--- config.mk ---
export PLATFORM = sky130hd
export DESIGN_NAME = bitop16_arbiter
export DESIGN_NICKNAME = d
export VERILOG_FILES = /design/src/rtl/bitop16_pkg.sv /design/src/rtl/bitop16.sv /design/src/rtl/bitop16_arbiter.sv
export SDC_FILE = /design/constraint.sdc
export NUM_CORES = 1
export LEC_CHECK = 0
export ABC_AREA = 1
export CELL_PAD_IN_SITES_DETAIL_PLACEMENT = 0
export CELL_PAD_IN_SITES_GLOBAL_PLACEMENT = 1
export CORE_MARGIN = 10
export CORE_UTILIZATION = 28
export CTS_BUF_LIST = sky130_fd_sc_hd__clkbuf_8
export CTS_CLUSTER_SIZE = 8
export DETAILED_ROUTE_END_ITERATION = 10
export GPL_TIMING_DRIVEN = 0
export PLACE_DENSITY = 0.83
export REMOVE_ABC_BUFFERS = 1
export SLEW_MARGIN = 20
export SYNTH_ARGS = -nofsm -noshare
export SYNTH_HDL_FRONTEND = slang
export SYNTH_SLANG_ARGS = --single-unit
--- constraint.sdc ---
create_clock -name clk -period 5.5 [get_ports clk]
set_clock_uncertainty 0.05 [all_clocks]
set_input_delay 1.65 -clock clk [delete_from_list [all_inputs] [get_ports clk]]
set_output_delay 1.65 -clock clk [all_outputs]
set_load 0.01 [all_outputs]
--- src/rtl/bitop16_pkg.sv ---
// Shared types for the bitop16 datapath and its round-robin arbiter.
// Holds the opcode encoding, the arbiter FSM state type and the bitwise
// evaluation function used by the combinational datapath.
package bitop16_pkg;

    localparam int DATA_W = 16;

    // Opcode encoding shared by every requester of the logic unit
    typedef enum logic [1:0] {
        OP_AND  = 2'b00,
        OP_OR   = 2'b01,
        OP_XOR  = 2'b10,
        OP_NAND = 2'b11
    } bitop_e;

    // IDLE: no result held; RESP: a result is waiting for the consumer
    typedef enum logic {
        IDLE = 1'b0,
        RESP = 1'b1
    } arb_state_e;

    // Pure bitwise evaluation; no carries cross bit positions
    function automatic logic [DATA_W-1:0] bitop_eval(
        input logic [DATA_W-1:0] a,
        input logic [DATA_W-1:0] b,
        input bitop_e            op
    );
        logic [DATA_W-1:0] res;
        case (op)
            OP_AND:  res = a & b;
            OP_OR:   res = a | b;
            OP_XOR:  res = a ^ b;
            OP_NAND: res = ~(a & b);
            default: res = '0;
        endcase
        return res;
    endfunction

endpackage

--- src/rtl/bitop16.sv ---
// Shared 16-bit bitwise logic unit (AND / OR / XOR / NAND).
// Purely combinational: the arbiter registers the result itself.
module bitop16
    import bitop16_pkg::*;
(
    input  logic [DATA_W-1:0] a_i,
    input  logic [DATA_W-1:0] b_i,
    input  bitop_e            op_i,
    output logic [DATA_W-1:0] result_o
);

    // Evaluate the selected bitwise operation on the muxed operands
    always_comb begin
        result_o = bitop_eval(a_i, b_i, op_i);
    end

endmodule

--- src/rtl/bitop16_arbiter.sv ---
// Round-robin arbiter and sequencer sharing one bitop16 unit among
// NUM_REQ requesters. One request is accepted per cycle; its result is
// registered and returned with the requester index over a valid/ready
// response handshake.
// Optional feature macro: BITOP16_ARB_LOCK_EN adds the req_lock_i port,
// which lets a granted requester keep round-robin priority for a burst.
module bitop16_arbiter
    import bitop16_pkg::*;
#(
    parameter int NUM_REQ = 4,
    parameter int ID_W    = $clog2(NUM_REQ)
) (
    input  logic                      clk,
    input  logic                      rst_n,
    input  logic [NUM_REQ-1:0]        req_valid_i,
    output logic [NUM_REQ-1:0]        req_ready_o,
    input  logic [DATA_W*NUM_REQ-1:0] req_a_i,
    input  logic [DATA_W*NUM_REQ-1:0] req_b_i,
    input  logic [2*NUM_REQ-1:0]      req_op_i,
`ifdef BITOP16_ARB_LOCK_EN
    input  logic [NUM_REQ-1:0]        req_lock_i,
`endif
    output logic                      rsp_valid_o,
    input  logic                      rsp_ready_i,
    output logic [DATA_W-1:0]         rsp_data_o,
    output logic [ID_W-1:0]           rsp_id_o
);

    arb_state_e        state_q;
    logic [ID_W-1:0]   rrPtr_q;
    logic [ID_W-1:0]   rrPtr_d;
    logic              rspValid_q;
    logic [DATA_W-1:0] rspData_q;
    logic [ID_W-1:0]   rspId_q;

    logic [NUM_REQ-1:0] validRot;
    logic               candFound;
    logic [ID_W-1:0]    candOff;
    logic [ID_W:0]      candSum;
    logic [ID_W-1:0]    candId;
    logic [ID_W:0]      nextSum;
    logic [ID_W-1:0]    nextPtr;

    logic [DATA_W-1:0]  candA;
    logic [DATA_W-1:0]  candB;
    bitop_e             candOp;
    logic [DATA_W-1:0]  candResult;

    logic               accEn;
    logic               handshake;
    logic [NUM_REQ-1:0] reqReady;

    // Rotate the valid vector so bit 0 is the requester at rr_ptr, then
    // pick the lowest set bit; that offset plus rr_ptr (mod NUM_REQ) is
    // the grant candidate for this cycle
    always_comb begin
        validRot  = NUM_REQ'({req_valid_i, req_valid_i} >> rrPtr_q);
        candFound = 1'b0;
        candOff   = '0;
        for (int j = NUM_REQ - 1; j >= 0; j--) begin
            if (validRot[j]) begin
                candFound = 1'b1;
                candOff   = ID_W'(j);
            end
        end
        candSum = {1'b0, rrPtr_q} + {1'b0, candOff};
        if (candSum >= (ID_W+1)'(NUM_REQ)) begin
            candSum = candSum - (ID_W+1)'(NUM_REQ);
        end
        candId = candSum[ID_W-1:0];
    end

    // Pointer value after a normal grant: one past the candidate, wrapping
    // from NUM_REQ-1 back to 0
    always_comb begin
        nextSum = {1'b0, candId} + (ID_W+1)'(1);
        if (nextSum == (ID_W+1)'(NUM_REQ)) begin
            nextPtr = '0;
        end else begin
            nextPtr = nextSum[ID_W-1:0];
        end
    end

`ifdef BITOP16_ARB_LOCK_EN
    logic lockHit;

    // A locked grant keeps the pointer on the candidate so it wins again;
    // the first unlocked grant releases it by advancing normally
    always_comb begin
        lockHit = 1'b0;
        for (int i = 0; i < NUM_REQ; i++) begin
            if (candId == ID_W'(i)) begin
                lockHit = req_lock_i[i];
            end
        end
        rrPtr_d = lockHit ? candId : nextPtr;
    end
`else
    // Without the lock feature the pointer always moves past the grantee
    always_comb begin
        rrPtr_d = nextPtr;
    end
`endif

    // Select the candidate's operands and opcode for the shared datapath
    always_comb begin
        candA  = '0;
        candB  = '0;
        candOp = OP_AND;
        for (int i = 0; i < NUM_REQ; i++) begin
            if (candId == ID_W'(i)) begin
                candA  = req_a_i[DATA_W*i +: DATA_W];
                candB  = req_b_i[DATA_W*i +: DATA_W];
                candOp = bitop_e'(req_op_i[2*i +: 2]);
            end
        end
    end

    bitop16 u_bitop16 (
        .a_i      (candA),
        .b_i      (candB),
        .op_i     (candOp),
        .result_o (candResult)
    );

    // Accept a new request whenever the result register is empty or is
    // being drained this cycle; ready is forced low while reset is held
    always_comb begin
        accEn     = (state_q == IDLE) || ((state_q == RESP) && rsp_ready_i);
        handshake = accEn && candFound;
        reqReady  = '0;
        for (int i = 0; i < NUM_REQ; i++) begin
            if (rst_n && handshake && (candId == ID_W'(i))) begin
                reqReady[i] = 1'b1;
            end
        end
    end

    // Arbiter FSM: a handshake loads a fresh result from either state; a
    // drained result with nothing new pending returns to IDLE while data
    // and id keep their last values
    always_ff @(posedge clk or negedge rst_n) begin
        if (!rst_n) begin
            state_q    <= IDLE;
            rrPtr_q    <= '0;
            rspValid_q <= 1'b0;
            rspData_q  <= '0;
            rspId_q    <= '0;
        end else begin
            case (state_q)
                IDLE: begin
                    if (handshake) begin
                        state_q    <= RESP;
                        rspValid_q <= 1'b1;
                        rspData_q  <= candResult;
                        rspId_q    <= candId;
                        rrPtr_q    <= rrPtr_d;
                    end
                end
                RESP: begin
                    if (handshake) begin
                        state_q    <= RESP;
                        rspValid_q <= 1'b1;
                        rspData_q  <= candResult;
                        rspId_q    <= candId;
                        rrPtr_q    <= rrPtr_d;
                    end else if (rsp_ready_i) begin
                        state_q    <= IDLE;
                        rspValid_q <= 1'b0;
                    end
                end
                default: begin
                    state_q    <= IDLE;
                    rspValid_q <= 1'b0;
                end
            endcase
        end
    end

    assign req_ready_o = reqReady;
    assign rsp_valid_o = rspValid_q;
    assign rsp_data_o  = rspData_q;
    assign rsp_id_o    = rspId_q;

endmodule

==> impl_metrics.yaml, run 1 <==
timing:
  finalCritPeriodShare: 0.972
  worst_pin_slew_ns: 0.824
  finalSetupViolations: 0
  timing.slew.headroom: 0.451
  finalMaxSlewViolations: 0
  hold_viol: 0
  period_needed_ns: 5.35
  tns_ns: 0
  fmax_mhz: 187
  rsz0062_at_grt: "no"
routing:
  vias_per_cell: 4.99
  vias: 4265
  postRouteAntennaNets: 0
  drtIter0Drc: 208
  wl_per_cell_um: 18.5
  drc_errors: 0
  wirelength_um: 15800
  drt_pass1_iterations: 4
critical_path:
  startpoint_type: "primary input"
  r2r-start: "rrPtr_q[1]$_DFFE_PN0P_"
  r2r_cells: 25
  startpoint: "req_valid_i[2]"
  path_max_fanout: 5
  end_kind: "primary output"
  cp.arrival_ns: 3.65
  rr_endpoint: "rsp_data_o[10]$_DFFE_PN0P_"
  ff2ff_setup_slack_ns: 1.36
  crit_required_ns: 3.80
  critPathKind: "in -> out"
die:
  num_rows: 40
  die-area_mm2: 0.0170
  start_util: 0.286
  ios: 166
  die_y_um: 130
  core_mm2: 0.0120
  die_x_um: 130
logic_synthesis:
  synth_seq_cells: 22
  syn_inst: 548
  synth_ff_type: "dfrtp_1"
  async_flop_share: 1.00
  synth_edf_count: 0
  avgSynthCellArea_um2: 6.24
  ys_warn_count: 0
  ys_seq_area_frac: 0.161
  synth_area_mm2: 0.00342
  synth_cell_type_count: 37
grt:
  grt_start_max_net_pins: 40
  track_usage: 0.179
  grt_overflow_total: 0
  grt_pass1_vias: 4473
  grt_pass1_wl_um: 23900
  antenna_found_initial: 0
clock_network:
  path_clk_slew_ns: 0.10
  h-tree-depth: 1
  cts_tree: "yes"
  cts_root_buf: "clkbuf_8"
  cts_buffers: 3
  hold_buffers: 0
  insertion_delay_ns: 0.28
  cts_sinks: 22
  clock_path_buffers: 2
min_path:
  hold_path_depth: 2
  holdCritStartpoint: "rsp_data_o[12]$_DFFE_PN0P_"
  hold_path_end: "rsp_data_o[12]$_DFFE_PN0P_"
  min-delay-path-class: "reg -> reg"
placement:
  port-buffer-count: 165
  dp.cells: 830
  post-dp-hpwl_um: 10800
  place.gp.congestion: 0.820
layout:
  layout-drive-gt1-share: 0.0976
  final_util: 0.449
  syn_to_final_growth_pct: 57.1
  layout_commonest_cell: "clkdlybuf4s50_1"
  final_cell_mix: "156 x clkdlybuf4s50_1, 151 x nand2_1, 85 x inv_1"
  final_nets: 885
  diodes: 0
  fillerInstances: 1285
  instances_no_fill: 854
flow_run:
  cap_viol_max_count: 0
outcome:
  outcome: "finished, final reports clean"
-- synth_stat cells, types with 2 or more instances --
cell type / number / area share
nand4_1: 8 / 0.015
nand3_4: 2 / 0.010
ha_1: 34 / 0.12
nand3_1: 78 / 0.11
nand3_2: 3 / 0.0088
nand2_1: 151 / 0.17
inv_1: 86 / 0.094
nand3b_2: 2 / 0.0066
dfrtp_1: 22 / 0.16
a22o_1: 17 / 0.044
a21oi_1: 3 / 0.0044
o21ai_0: 16 / 0.023
o21ai_1: 8 / 0.012
clkbuf_1: 10 / 0.011
clkinv_1: 2 / 0.0022
nor2_1: 31 / 0.034
nand2_4: 2 / 0.0066
nand2_2: 6 / 0.011
a22oi_1: 21 / 0.046
buf_4: 5 / 0.011
buf_6: 5 / 0.016
o2111ai_1: 2 / 0.0051
a21oi_2: 4 / 0.010
inv_2: 7 / 0.0077
nor2_4: 2 / 0.0066
buf_2: 10 / 0.015
-- stage by stage --
step | cell area [µm²] | setup WS [ns] | hold slack, ns
after floorplan | 3240 | -0.307 | 0.443
after global placement | 5070 | -2.13 | 0.414
after detailed placement | 5080 | -1.71 | 0.414
after CTS | 5370 | 0.120 | 0.440
after global routing | 5370 | 0.00448 | 0.461
final | 5370 | 0.151 | 0.438
-- cells by family after synthesis --
logic type / Yosys count / share of synthesized area
AO/OA/AOI/OAI: 76 / 0.159
AND/OR/NAND/NOR: 289 / 0.393
XOR/XNOR: 1 / 0.00256
flip-flops: 22 / 0.161
adder cells (fa/ha/maj): 34 / 0.124
buffers and inverters: 126 / 0.159
-- state kept, by name (all words and copies together), names as in the netlist --
register	count
rrPtr_q	2
rsp_data_o	16
rsp_id_o	2
rsp_valid_o	1
state_q	1
-- critical path: stages --
cell           delay [ns]
dlygate4sd2_1        0.25
nand2_1              0.10
nand3_1              0.08
nand2_1              0.10
nand3_1              0.07
a21boi_1             0.16
ha_2                 0.24
xor2_4               0.20
inv_2                0.06
nand3_4              0.11
nand2_8              0.09
inv_16               0.08
ha_4                 0.14
inv_1                0.06
nor2_1               0.09
buf_2                0.15
-- cell type report --
type / instances / area (µm²) / area share
repair buffers: 182 / 1760 / 0.327
flip-flops and latches: 22 / 551 / 0.103
repair inverters: 2 / 15.0 / 0.00280
clock buffers: 4 / 55.1 / 0.0103
well taps: 147 / 184 / 0.0343
multi-input cells: 401 / 2420 / 0.450
inverters: 96 / 389 / 0.0725
-- repair_timing --
action / in CTS / in global routing
gates resized for setup: 38 / 4
buffers inserted: 17 / 0
setup endpoints to repair: 20 / 4
gates cloned: 3 / 0
pin swaps: 9 / 1
-- worst max path at each step --
| stage | endpoint | slack (ns) | depth (start not counted) |
|---|---|---|---|
| floorplan | req_ready_o[1] | -0.31 | 14 |
| global placement | req_ready_o[1] | -2.13 | 16 |
| detailed placement | req_ready_o[1] | -1.71 | 16 |
| CTS | req_ready_o[0] | 0.12 | 14 |
| global route | req_ready_o[1] | 0.004 | 16 |
| finish | req_ready_o[1] | 0.15 | 16 |
-- metal layers --
| layer | share of wire | vias to the layer above | global-route usage |
|---|---|---|---|
| met1 | 0.40 | 2023 | 0.206 |
| li1 | - | 2093 | - |
| met5 | 0 | - | 0 |
| met4 | 0.015 | 0 | 0.0392 |
| met2 | 0.51 | 136 | 0.332 |
| met3 | 0.074 | 13 | 0.0375 |
Power of run 1 is left out: the tool's default activity adds up to more than one toggle a clock period on the data nets, which glitch-free logic cannot reach.
==> run 2, diff against run 1 <==
CAP_MARGIN = 20   (was unset)
SETUP_SLACK_MARGIN = 0.5   (was unset)
==> run 2 against run 1 <==
Design area rose by 4.1%. Routed wire length rose by 2.1%. Sequential share of layout area fell by 0.41 points. Largest cell class unchanged.
==> impl_metrics.yaml, run 2 (synthesized netlist as in run 1, its figures left out) <==
timing:
  fmax_mhz: 197
  finalSetupViolations: 0
  rsz0062_at_grt: "yes"
  hold_viol: 0
  finalMaxSlewViolations: 0
  period_needed_ns: 5.08
  timing.slew.headroom: 0.477
  finalCritPeriodShare: 0.923
  worst_pin_slew_ns: 0.784
  setup_ws_ns: 0.423
routing:
  postRouteAntennaNets: 0
  drt_pass1_iterations: 7
  wl_per_cell_um: 18.5
  drtIter0Drc: 219
  drc_errors: 0
  wirelength_um: 16100
  vias: 4366
  vias_per_cell: 5.03
critical_path:
  rr_endpoint: "rsp_data_o[6]$_DFFE_PN0P_"
  slowest_stage: "ha_2"
  crit_required_ns: 3.80
  max_stage_delay_ns: 0.24
  r2r_cells: 26
  cp.arrival_ns: 3.38
  r2r-start: "rrPtr_q[1]$_DFFE_PN0P_"
  ff2ff_setup_slack_ns: 1.44
  startpoint_type: "primary input"
  crit_path_cell_trace: "buf_8, nand2_4, nand3_2, nand2_2, nand3_2, a21boi_2, ha_2, xor2_4, inv_2, nand3_4, nand2_8, inv_16, ha_4, inv_2, nor2_1, buf_2"
  end_kind: "primary output"
  path_max_fanout: 5
  critPathKind: "in -> out"
grt:
  grt_start_max_net_pins: 40
  antenna_found_initial: 0
  track_usage: 0.182
  grt_pass1_wl_um: 24200
  grt_pass1_vias: 4526
  grt_overflow_total: 0
layout:
  syn_to_final_growth_pct: 63.6
  fillerInstances: 1261
  largest_reg_flops: 16
  final_util: 0.467
  multi_input_area_mm2: 0.00249
  final_cell_mix: "156 x clkdlybuf4s50_1, 145 x nand2_1, 84 x inv_1"
  layout_commonest_cell: "clkdlybuf4s50_1"
  final_nets: 899
  ff_latch_area_um2: 551
  layout-drive-gt1-share: 0.140
  diodes: 0
clock_network:
  path_clk_slew_ns: 0.10
  clock_path_buffers: 2
  cts_root_buf: "clkbuf_8"
  cts_tree: "yes"
  cts_buffers: 3
  insertion_delay_ns: 0.28
  cts_sinks: 22
  h-tree-depth: 1
die:
  start_util: 0.286
  ios: 166
  die-area_mm2: 0.0170
  die_y_um: 130
  die_x_um: 130
  num_rows: 40
  core_mm2: 0.0120
placement:
  pre_cts_ws_ns: -1.71
  port-buffer-count: 165
  post-dp-hpwl_um: 10800
  place.gp.congestion: 0.820
min_path:
  min-delay-path-class: "reg -> reg"
  holdCritStartpoint: "rsp_data_o[11]$_DFFE_PN0P_"
  hold_path_end: "rsp_data_o[11]$_DFFE_PN0P_"
  hold_path_depth: 2
flow_run:
  cap_viol_max_count: 0
outcome:
  outcome: "finished, final reports clean"
## run 2: cell count changes in the layout (fill, tap and decap cells not counted), moves of 2 or more
cell,change
buf_4,+11
nand2_4,+3
nand2_2,+3
nand3_1,-3
nor2_4,+2
nor2_1,-2
nand3_2,+3
nand2_1,-6
buf_6,+7
dlygate4sd2_1,-4
## run 2: timing repair
action / in CTS / in global routing
setup buffers: 19 / 12
gates resized for setup: 68 / 17
pin swaps: 12 / 11
cloned: 3 / 0
hold endpoints to repair: 0 / 0
endpoints found under the setup margin: 20 / 20
hold buffers: 0 / 0
## run 2: final cells by class
type | instances | area share
sequential | 22 | 0.0985
clock buffer | 4 | 0.00985
multi-input combinational | 401 | 0.445
inverter | 96 | 0.0700
tap | 147 | 0.0329
timing repair inverter | 2 | 0.00269
timing repair buffer | 196 | 0.341
## run 2: worst max path at each step
stage	cells past startpoint	from	slack (ns)	to
after CTS	15	req_valid_i[2]	0.36	req_ready_o[2]
after floorplan	14	req_valid_i[1]	-0.31	req_ready_o[1]
after detailed placement	16	req_valid_i[1]	-1.71	req_ready_o[1]
after global routing	15	req_valid_i[3]	0.28	req_ready_o[1]
final	16	req_valid_i[0]	0.42	req_ready_o[1]
after global placement	16	req_valid_i[1]	-2.13	req_ready_o[1]
## run 2: critical path, delay by kind of cell
kind	cells	cell delay (ns)
adder cells (fa/ha/maj)	2	0.39
buffers and inverters	5	0.44
AO/OA/AOI/OAI	1	0.13
XOR/XNOR	1	0.20
AND/OR/NAND/NOR	7	0.55
## run 2: metal layers
metal / global-route usage / up-vias / routed length [µm] / share of wire
met2: 0.339 / 136 / 8220 / 0.51
met5: 0 / - / 0 / 0
met1: 0.208 / 2096 / 6510 / 0.40
li1: - / 2121 / - / -
met4: 0.0366 / 0 / 225 / 0.014
met3: 0.0371 / 13 / 1140 / 0.071
## run 2: through the flow
stage	hold WS (ns)	cells	area [µm²]	setup TNS [ns]
after CTS	0.440	856	5430	0
after detailed placement	0.414	830	5080	-28.68
after floorplan	0.443	518	3240	-0.327
after global routing	0.461	868	5590	0
after global placement	0.414	830	5070	-38.52
final	0.438	868	5590	0
Power of run 2 is left out for the same reason.
==> run 3, diff against run 2 <==
CORE_UTILIZATION = 23   (was 28)
PLACE_DENSITY = 0.7   (was 0.83)
SLEW_MARGIN = unset   (was 20)
==> run 3 against run 2 <==
Setup slack better by 0.025 ns. Routed wire length is 5.1% lower. Global-route usage is 3.4 points lower. Largest cell class unchanged. Highest routed layer unchanged.
==> impl_metrics.yaml, run 3 (synthesized netlist as in run 1, its figures left out) <==
outcome:
  outcome: "finished, final reports clean"
clock_network:
  path_clk_slew_ns: 0.09
  cts_tree: "yes"
  cts_buffers: 3
  cts_root_buf: "clkbuf_8"
  h-tree-depth: 1
  cts_sinks: 22
  clock_path_buffers: 2
  insertion_delay_ns: 0.28
placement:
  place.gp.congestion: 0.793
  port-buffer-count: 165
  pre_cts_ws_ns: -1.68
  post_dp_cell_area_mm2: 0.00516
  post-dp-hpwl_um: 11200
routing:
  drc_errors: 0
  wirelength_um: 15300
  drt_pass1_iterations: 6
  wl_met1_um: 6520
  drtIter0Drc: 208
  vias_per_cell: 4.63
  route.met2.wl_um: 7130
  top_layer_used: "met4"
  postRouteAntennaNets: 0
  dr_wl_met3_um: 1450
  wl_per_cell_um: 17.1
  vias: 4138
die:
  die_y_um: 142
  core_mm2: 0.0145
  die-area_mm2: 0.0201
  die_x_um: 142
  start_util: 0.235
  num_rows: 44
  ios: 166
critical_path:
  cp.arrival_ns: 3.35
  crit_required_ns: 3.80
  path_max_fanout: 5
  startpoint_type: "primary input"
  end_kind: "primary output"
  critPathKind: "in -> out"
timing:
  finalMaxSlewViolations: 0
  finalCritPeriodShare: 0.918
  period_needed_ns: 5.05
  hold_viol: 0
  setup_ws_ns: 0.448
  fmax_mhz: 198
  worst_pin_slew_ns: 0.642
  finalSetupViolations: 0
  rsz0062_at_grt: "yes"
  timing.slew.headroom: 0.572
min_path:
  min-delay-path-class: "reg -> reg"
layout:
  final_cell_mix: "156 x clkdlybuf4s50_1, 144 x nand2_1, 84 x inv_1"
  fillerInstances: 1573
  layout-drive-gt1-share: 0.128
  final_nets: 889
  syn_to_final_growth_pct: 62.0
  largest_reg_flops: 16
  layout_commonest_cell: "clkdlybuf4s50_1"
  final_area_mm2: 0.00554
  diodes: 0
grt:
  grt_pass1_vias: 4397
  grt_start_max_net_pins: 40
  grt_pass1_wl_um: 23800
  grt_overflow_total: 0
  track_usage: 0.148
  antenna_found_initial: 1
flow_run:
  cap_viol_max_count: 0
## run 3: changes by cell type in the layout (fill, tap and decap cells not counted), sizes merged
cell and change:
clkbuf -1, dlygate4sd2 +1, o22ai -1, buf -10
## run 3: metrics by stage
stage	std cells	hold slack [ns]	TNS, ns	utilization
detailed placement	870	0.415	-28.91	0.355
global route	894	0.470	0	0.381
global placement	867	0.413	-38.38	0.352
finish	894	0.434	0	0.381
CTS	890	0.438	0	0.378
floorplan	518	0.443	-0.327	-
## run 3: path summary, 6_finish.rpt
path	startpoint	endpoint	slack (ns)	cells past startpoint
max	req_valid_i[1]	req_ready_o[1]	0.45	16
min	rsp_data_o[5]$_DFFE_PN0P_	rsp_data_o[5]$_DFFE_PN0P_	0.43	2
max reg2reg	rrPtr_q[1]$_DFFE_PN0P_	rsp_data_o[6]$_DFFE_PN0P_	1.53	22
min reg2reg	rsp_data_o[5]$_DFFE_PN0P_	rsp_data_o[5]$_DFFE_PN0P_	0.43	2
max in group asynchronous	rst_n	rsp_data_o[6]$_DFFE_PN0P_	3.42	2
min in group asynchronous	rst_n	rsp_id_o[1]$_DFFE_PN0P_	1.44	1
## run 3: area by class of cell
cell class | count | area [µm²] | area share
clock buffer | 3 | 41.3 | 0.00746
inverter | 96 | 392 | 0.0707
multi-input combinational | 400 | 2470 | 0.447
sequential | 22 | 551 | 0.0994
tap | 184 | 230 | 0.0416
timing repair buffer | 187 | 1830 | 0.331
timing repair inverter | 2 | 15.0 | 0.00271
## run 3: critical path, stage by stage
cell      delay [ns]
buf_8           0.10
nand2_4         0.07
nand3_2         0.06
nand2_2         0.11
nand3_2         0.08
a21boi_2        0.13
ha_2            0.23
xor2_4          0.19
inv_2           0.06
nand3_4         0.09
nand2_8         0.11
inv_16          0.09
ha_4            0.14
inv_2           0.04
nor2_2          0.07
buf_2           0.14
## run 3: what timing repair did
| item | in CTS | in global routing |
|---|---|---|
| endpoints found under the setup margin | 20 | 20 |
| pin swaps | 14 | 6 |
| gates cloned | 2 | 0 |
| resized for setup | 78 | 8 |
| buffers inserted | 15 | 4 |
| hold buffers | 0 | 0 |
## run 3: per-layer routing
layer,GRT usage,vias to the layer above
met5,0,-
li1,-,2102
met3,0.0441,11
met1,0.179,1882
met4,0.0317,0
met2,0.252,143
Power of run 3 is left out for the same reason.
